<file path="config.mk">
export PLATFORM = sky130hd
export DESIGN_NAME = pipelined_divider
export DESIGN_NICKNAME = d
export VERILOG_FILES = /design/src/rtl/pipelined_divider.sv
export SDC_FILE = /design/constraint.sdc
export NUM_CORES = 2
export LEC_CHECK = 0
export BUFFER_PORTS_ARGS = -buffer_cell sky130_fd_sc_hd__buf_2
export CELL_PAD_IN_SITES_DETAIL_PLACEMENT = 1
export CELL_PAD_IN_SITES_GLOBAL_PLACEMENT = 2
export CORE_MARGIN = 2
export CORE_UTILIZATION = 30
export DETAILED_ROUTE_END_ITERATION = 8
export PLACE_DENSITY = 0.65
export SYNTH_ARGS = -nofsm -noshare
export SYNTH_HDL_FRONTEND = slang
export SYNTH_SLANG_ARGS = --single-unit
</file>
<file path="constraint.sdc">
create_clock -name clk_in -period 246.7 [get_ports clk_in]
set_clock_uncertainty 0.1 [all_clocks]
set_input_delay 12.335 -clock clk_in [delete_from_list [all_inputs] [get_ports clk_in]]
set_output_delay 12.335 -clock clk_in [all_outputs]
set_load 0.01 [all_outputs]
</file>
<file path="src/rtl/pipelined_divider.sv">
// Pipelined restoring divider with tag passthrough; optional signed mode via PIPELINED_DIVIDER_SIGNED_EN.
// Latency WIDTH/STEPS_PER_STAGE + 2 cycles, one result per cycle.
// Backpressure: a held output (data_valid_out & ~ready_in) freezes every stage and drops ready_out.
`timescale 1ns/1ps
module pipelined_divider #(
    parameter int WIDTH           = 32,
    parameter int STEPS_PER_STAGE = 2,
    parameter int TAG_WIDTH       = 8
) (
    input  logic                 clk_in,
    input  logic                 rst_in,
    input  logic [WIDTH-1:0]     dividend_in,
    input  logic [WIDTH-1:0]     divisor_in,
    input  logic                 signed_in,
    input  logic [TAG_WIDTH-1:0] tag_in,
    input  logic                 data_valid_in,
    output logic                 ready_out,
    output logic [WIDTH-1:0]     quotient_out,
    output logic [WIDTH-1:0]     remainder_out,
    output logic [TAG_WIDTH-1:0] tag_out,
    output logic                 error_out,
    output logic                 data_valid_out,
    input  logic                 ready_in,
    output logic                 busy_out
);
    localparam int N = WIDTH / STEPS_PER_STAGE;

    // quo starts as the (absolute) dividend; dividend bits shift out the top while quotient bits shift in below
    typedef struct packed {
        logic [TAG_WIDTH-1:0] tag;
        logic                 dz;
`ifdef PIPELINED_DIVIDER_SIGNED_EN
        logic                 neg_q;
        logic                 neg_r;
        logic                 ovf;
`endif
        logic [WIDTH-1:0]     rem;
        logic [WIDTH-1:0]     quo;
        logic [WIDTH-1:0]     dvs;
    } stage_t;

    logic [N:0]   stage_vld;
    stage_t       stage_dat [0:N];
    stage_t       stage_nxt [1:N];
    stage_t       stage_in;
    logic         stall;
    logic         accept;
    logic [WIDTH-1:0] q_fix;
    logic [WIDTH-1:0] r_fix;
    logic [WIDTH-1:0] unused_dvs;

    assign stall      = data_valid_out & ~ready_in;
    assign ready_out  = ~stall;
    assign accept     = data_valid_in & ready_out;
    assign busy_out   = (|stage_vld) | data_valid_out;
    assign unused_dvs = stage_dat[N].dvs;

    function automatic stage_t iterate(input stage_t s);
        stage_t           o;
        logic [WIDTH:0]   t;
        o = s;
        for (int i = 0; i < STEPS_PER_STAGE; i++) begin
            t     = {o.rem, o.quo[WIDTH-1]};
            o.quo = {o.quo[WIDTH-2:0], 1'b0};
            if (t >= {1'b0, o.dvs}) begin
                t        = t - {1'b0, o.dvs};
                o.quo[0] = 1'b1;
            end
            o.rem = t[WIDTH-1:0];
        end
        return o;
    endfunction

`ifdef PIPELINED_DIVIDER_SIGNED_EN
    localparam logic [WIDTH-1:0] MOST_NEG = {1'b1, {(WIDTH-1){1'b0}}};
    logic sgn_dvd;
    logic sgn_dvs;
    assign sgn_dvd = signed_in & dividend_in[WIDTH-1];
    assign sgn_dvs = signed_in & divisor_in[WIDTH-1];
`else
    logic unused_signed;
    assign unused_signed = signed_in;
`endif

    // A zero divisor skips sign handling so the raw dividend falls out as the remainder
    always_comb begin
        stage_in     = '0;
        stage_in.tag = tag_in;
        stage_in.dz  = (divisor_in == '0);
        stage_in.quo = dividend_in;
        stage_in.dvs = divisor_in;
`ifdef PIPELINED_DIVIDER_SIGNED_EN
        if (!stage_in.dz) begin
            if (sgn_dvd) stage_in.quo = -dividend_in;
            if (sgn_dvs) stage_in.dvs = -divisor_in;
            stage_in.neg_q = sgn_dvd ^ sgn_dvs;
            stage_in.neg_r = sgn_dvd;
        end
        stage_in.ovf = signed_in & (dividend_in == MOST_NEG) & (divisor_in == '1);
`endif
    end

    always_comb begin
        for (int k = 1; k <= N; k++) stage_nxt[k] = iterate(stage_dat[k-1]);
    end

    always_comb begin
        q_fix = stage_dat[N].quo;
        r_fix = stage_dat[N].rem;
`ifdef PIPELINED_DIVIDER_SIGNED_EN
        if (stage_dat[N].neg_q) q_fix = -stage_dat[N].quo;
        if (stage_dat[N].neg_r) r_fix = -stage_dat[N].rem;
        if (stage_dat[N].ovf) begin
            q_fix = MOST_NEG;
            r_fix = '0;
        end
`endif
        if (stage_dat[N].dz) q_fix = '1;
    end

    always_ff @(posedge clk_in) begin
        if (rst_in) begin
            stage_vld      <= '0;
            data_valid_out <= 1'b0;
            quotient_out   <= '0;
            remainder_out  <= '0;
            tag_out        <= '0;
            error_out      <= 1'b0;
        end else if (!stall) begin
            stage_vld[0] <= accept;
            if (accept) stage_dat[0] <= stage_in;
            for (int k = 1; k <= N; k++) begin
                stage_vld[k] <= stage_vld[k-1];
                stage_dat[k] <= stage_nxt[k];
            end
            data_valid_out <= stage_vld[N];
            if (stage_vld[N]) begin
                quotient_out  <= q_fix;
                remainder_out <= r_fix;
                tag_out       <= stage_dat[N].tag;
                error_out     <= stage_dat[N].dz;
            end
        end
    end
endmodule
</file>
==> Word level (Yosys, flattened, before mapping) <==
Memory sizes are Yosys's and may differ from the RTL's.
Index checks and enable logic that the tools add are counted.
{ "totals": {"ram_bits": 1785, "n_memories": 1, "output_inout_bits": 76, "word_cells": 151, "in_bits": 77, "reg_bits": 91} }
{ "classes": {"magnitude_cmp": 32, "muxes": 72, "n_addsub": 32, "reduce_logical": 3, "bitwise_logic": 5} }
{ "mem_list": {"columns": ["memory", "depth", "width", "read_ports", "rd_clocked_by_memory_dff", "write_ports", "line", "text"], "rows": [
  ["stage_dat", 17, 105, 17, 0, 17, "43", "stage_t stage_dat [0:N];"]
]} }
{ "ops": {"columns": ["cell", "count"], "rows": [
  ["33-bit by 32-bit >= comparator with 1-bit output", 32],
  ["32-bit 2-to-1 mux", 33],
  ["32-bit subtractor", 32],
  ["1-bit 2-to-1 mux", 39],
  ["32-bit zero test", 1],
  ["17-bit OR reduction", 1],
  ["1-bit bitwise AND", 2],
  ["1-bit inverter", 2],
  ["2-bit AND reduction", 1],
  ["1-bit OR", 1]
]} }

==> Depth between registers and ports, before layout <==
{ "logic_depth": {"depth_word": 8, "depth_mapped": 29, "depth_no_buf": 26} }

==> Worst setup path before layout <==
OpenSTA, ideal clock, no wires.
{ "synth_path": {"path_type": "input to register", "start": "input rst_in", "end": "memory stage_dat[0][0] (netlist bit), enable pin", "path_stages": 3, "setup_time_ps": 438, "arrival_ps": 87271, "slack_ps": 158891, "path_buffers": 1, "t_required_ps": 246162, "path_cell_list": "clkbuf_1 > nor2_1 > and2_1"} }
{ "synth_rtl": {"columns": ["item", "line", "text"], "rows": [
  ["start: declaration", "11", "input logic rst_in,"],
  ["end: declaration", "43", null]
]} }

==> Worst setup path after layout <==
{ "layout_path": {"start": "input ready_in", "end": "output ready_out"} }
{ "layout_between": {"elab_chain_cells": 3} }
{ "layout_lines": {"columns": ["item", "line", "text"], "rows": [
  ["start: declaration", "23", "input logic ready_in,"],
  ["1-bit inverter", "52", "assign stall = data_valid_out & ~ready_in;"],
  ["1-bit bitwise AND", "52", null],
  ["1-bit inverter (no line)", null, null],
  ["end: declaration", "17", "output logic ready_out,"]
]} }
No other way between the ends.

==> results.md <==
Worst setup path:
- The number of buffers and inverters on the critical path is 4.
- Tracing the worst setup path back leads to its startpoint at ready_in.
- In this design, the stage delay of the slowest critical-path cell is 0.53 ns.
- The arrival time of the worst setup path is ~13 ns.
- The worst register-to-register path begins at stage_dat[0][526]$_DFFE_PP_.
- The nature of the critical path startpoint is a primary input.
- Walking the worst path, the cells encountered are buf_2, nor2b_1, buf_4, inv_1, buf_2.
- The worst register-to-register path has a depth of 27.
- The highest-delay cell along the critical path is sky130_fd_sc_hd__inv_1.
- The critical path required time is around 230 ns.
- The critical path runs through a total of 5 cells.
- The worst setup path is captured at a primary output.
- In this run the worst path has a maximum fanout of 20.
- The critical path's most frequent cell is sky130_fd_sc_hd__buf_2.
- The family with the most delay on the worst path is buffers and inverters.
- The critical path in this run is classified as in2out.

Yosys:
- The share of async-settable or async-resettable flops after synthesis is 0.
- When the netlist entered floorplanning its net count stood at roughly 12000.
- Synthesis handed over a netlist of around 11000 instances.
- In this run, synthesis inferred approximately 1700 flip-flops with an integrated enable.
- The most used flip-flop cell after synthesis is sky130_fd_sc_hd__edfxtp_1.
- The distinct cell type count after synthesis is between 100 and 150.
- The share of the Yosys chip area taken by registers is 0.460.
- Summing every instance area after synthesis gives between 100000 and 150000 sq um.
- The mean post-synth cell area is between 10 and 15 sq um.
- Yosys printed 0 warnings.
- The synthesized design contains between 1500 and 2000 register bits.

Floorplan:
- The core region is approximately 390000 sq um.
- The floorplan step set the die height to 626 microns.
- The initial utilization of the core area, before any placement, comes to 0.301.
- The placement row count is around 230.
- The floorplan step defined a die boundary enclosing 392000 sq um.
- The die boundary width is 626 microns.
- The top-level port count is around 150.

Timing:
- The count of final setup violators is 0.
- The worst slew margin relative to its limit is -0.00534.
- The minimum clock period is between 20 and 30 ns.
- At the pin with the least slew margin, the transition time is around 1.5 ns.
- The final-report hold violation count is 0.
- The sum of negative setup slack is 0 ns.
- The final-report max-slew violation count came to 1.
- Dividing the final minimum period by the clock period gives 0.105.
- The setup slack after layout is approximately 220 ns.
- Timing would allow up to 38.6 MHz.
- Setup repair after global routing left no endpoint under its margin.

Placement:
- The last weighted congestion value of the routability-driven placer is 0.885.
- The wire-length estimate of the detail-placed layout is 272000 microns.
- The cell count after placement is 16000.
- The worst slack at placement is between 200 and 250 ns.
- The count of buffers inserted at the top-level ports is between 150 and 200.

Status:
- The run finished, with violations left.
- The checks that failed: capacitance limit, slew limit.

Global route:
- The largest net degree at the start of global routing is between 150 and 200.
- The busiest layer in global routing is met2.
- The initial antenna violation count came to 9.
- The global-route usage over all layers is 0.170.
- The global-route met3 utilization is 0.0267.
- The met2 routing resource usage after global routing is 0.282.
- The via count of the first global-routing pass was between 80000 and 90000.
- The first global-routing pass estimated 522000 microns of wire.
- The met1 track demand over resource is 0.230.
- The sum of overflow across all layers after global routing is 0.

Hold path:
- Along the worst hold path, the cell count comes to 0.
- The class of the most critical hold timing path is reg2reg.
- The startpoint identified for the worst hold timing path is stage_dat[0][1399]$_DFFE_PP_.

Detailed routing:
- The residual antenna-violating net count after detailed routing is 0.
- Dividing the detail-routed wire length by the instance count gives approximately 21 microns.
- For this run, design rule violations remaining after detail routing come to 0.
- The first TritonRoute pass finished after 7 iterations.
- The total number of vias is around 83000.
- The detailed-route wire length is 343000 microns.
- The DRC violation total after the first TritonRoute iteration is 4762.
- Dividing the detail-routed via count by the number of cells gives about 5.1.

Clock network:
- The number of sinks driven by the clock tree is 1812.
- The number of gates resized after CTS is 0.
- The post-CTS setup-driven buffer insertion count is 0.
- After clock tree synthesis, the clock-pin slew on the worst setup and hold paths is ~0.060 ns.
- Buffers inserted to repair hold after CTS numbered 0.
- The tree is rooted in a sky130_fd_sc_hd__clkbuf_16.
- Counting the buffers created by CTS gives 220.
- The number of H-tree branching levels is 4.
- Clock latency on the worst-skew pair, taken at its later pin, is approximately 0.96 ns.
- The maximum clock path buffer count is 4.
- TritonCTS built the clock tree.

Final layout:
- In the final design database the tool counted 12100 nets.
- The area growth from synthesis to layout is 12.3%.
- The finished layout holds ~16000 standard cells, fillers aside.
- Fill cells in the final layout number 42900.
- In the final layout, the share of cells above drive strength 1 is 0.117.

Job:
- The max-capacitance violation count is 1.
[final timing paths]
path / endpoint / slack, ns
min reg2reg: stage_dat[0][1506]$_DFFE_PP_ / 0.22
max: ready_out / 220.83
min: stage_dat[0][1506]$_DFFE_PP_ / 0.22
max reg2reg: stage_dat[0][696]$_DFFE_PP_ / 237.53
[layer usage]
metal	wire length [microns]	vias to the layer above
met1	160000	41100
met4	9300	0
met2	159000	1214
met5	0	-
met3	14800	405
li1	-	40600
[logic make-up after synthesis]
| kind of cell | synth area share |
|---|---|
| mux | 0.0664 |
| simple gates | 0.106 |
| flops | 0.460 |
| xor+xnor | 0.0607 |
| buf+inv | 0.0354 |
| compound gates | 0.159 |
| fa+ha+maj | 0.112 |
[Yosys cell counts, types with 21 or more instances]
master	count	area (sq um)
sky130_fd_sc_hd__a2111oi_0	21	184
sky130_fd_sc_hd__a211o_1	34	298
sky130_fd_sc_hd__a211oi_1	77	578
sky130_fd_sc_hd__a21boi_0	24	180
sky130_fd_sc_hd__a21o_1	445	3340
sky130_fd_sc_hd__a21oi_1	890	4450
sky130_fd_sc_hd__a31o_2	23	201
sky130_fd_sc_hd__a31oi_1	95	594
sky130_fd_sc_hd__a41oi_1	22	193
sky130_fd_sc_hd__and2_1	77	482
sky130_fd_sc_hd__and3_1	79	494
sky130_fd_sc_hd__and4_1	31	272
sky130_fd_sc_hd__buf_2	53	265
sky130_fd_sc_hd__clkbuf_1	133	499
sky130_fd_sc_hd__dfxtp_1	91	1820
sky130_fd_sc_hd__edfxtp_1	1721	51700
sky130_fd_sc_hd__fa_1	31	621
sky130_fd_sc_hd__ha_1	994	12400
sky130_fd_sc_hd__inv_1	816	3060
sky130_fd_sc_hd__mux2_2	575	6470
sky130_fd_sc_hd__mux2_4	49	736
sky130_fd_sc_hd__mux2i_1	40	400
sky130_fd_sc_hd__nand2_1	727	2730
sky130_fd_sc_hd__nand2b_1	100	626
sky130_fd_sc_hd__nand3_1	206	1030
sky130_fd_sc_hd__nand4_1	138	863
sky130_fd_sc_hd__nor2_1	617	2320
sky130_fd_sc_hd__nor2b_1	116	726
sky130_fd_sc_hd__nor3_1	229	1150
sky130_fd_sc_hd__nor4_1	57	357
sky130_fd_sc_hd__o211ai_1	43	323
sky130_fd_sc_hd__o21a_1	160	1200
sky130_fd_sc_hd__o21ai_0	557	2790
sky130_fd_sc_hd__o21bai_1	137	1030
sky130_fd_sc_hd__o31ai_1	75	563
sky130_fd_sc_hd__or2_2	40	250
sky130_fd_sc_hd__or3_1	57	357
sky130_fd_sc_hd__xnor2_1	545	4770
sky130_fd_sc_hd__xor2_1	261	2290
[flip-flops by register name (all words and copies together), names as in the netlist]
register        flops
error_out           1
quotient_out       32
remainder_out      32
data_valid_out      1
stage_vld          17
tag_out             8
stage_dat        1721
[per-stage QoR]
stage | util | cell area (sq um) | hold WS (ns)
after global placement | 0.319 | 123000 | 0.300
after global routing | 0.338 | 131000 | 0.201
after detailed placement | 0.319 | 123000 | 0.305
after CTS | 0.338 | 131000 | 0.203
final | 0.338 | 131000 | 0.224
after floorplan | - | 116000 | 0.300
[cells in the final DEF, fill, tap and decap left out, drive strengths merged, types with 40 or more instances in the layout]
cell	instances
a211oi	79
o21ai	571
nor2b	116
o31ai	77
edfxtp	1721
clkinv	80
xnor2	545
or2	40
nand3	206
inv	831
mux2i	40
ha	994
a21o	445
and2	79
clkbuf	273
nand2	728
nor3	229
or3	57
a31oi	96
o21a	160
buf	217
xor2	261
o21bai	137
nand4	139
o211ai	46
a21oi	893
dfxtp	91
nand2b	100
mux2	634
and3	79
nor4	57
nor2	617
[worst reg2reg max path: cells and delay by family (launching register included)]
kind                     cells  cell delay, ns
AO/OA/AOI/OAI               12            4.49
AND/OR/NAND/NOR              8            1.48
buffers and inverters        4            1.27
adder cells (fa/ha/maj)      2            0.67
flip-flops                   1            0.44
multiplexers                 1            0.42
[layout make-up]
type / instances / area, sq um / share of cell area
multi-input combinational: 7933 / 58800 / 0.450
sequential: 1812 / 53500 / 0.410
tap: 5175 / 6470 / 0.0496
clock buffer: 273 / 5860 / 0.0449
inverter: 823 / 3090 / 0.0237
clock inverter: 126 / 1490 / 0.0114
timing repair buffer: 218 / 1330 / 0.0102
antenna: 3 / 7.51 / 0.0000575
Power is not shown: default switching activity piles up to over one toggle a cycle in this logic, so the estimate is an artifact.
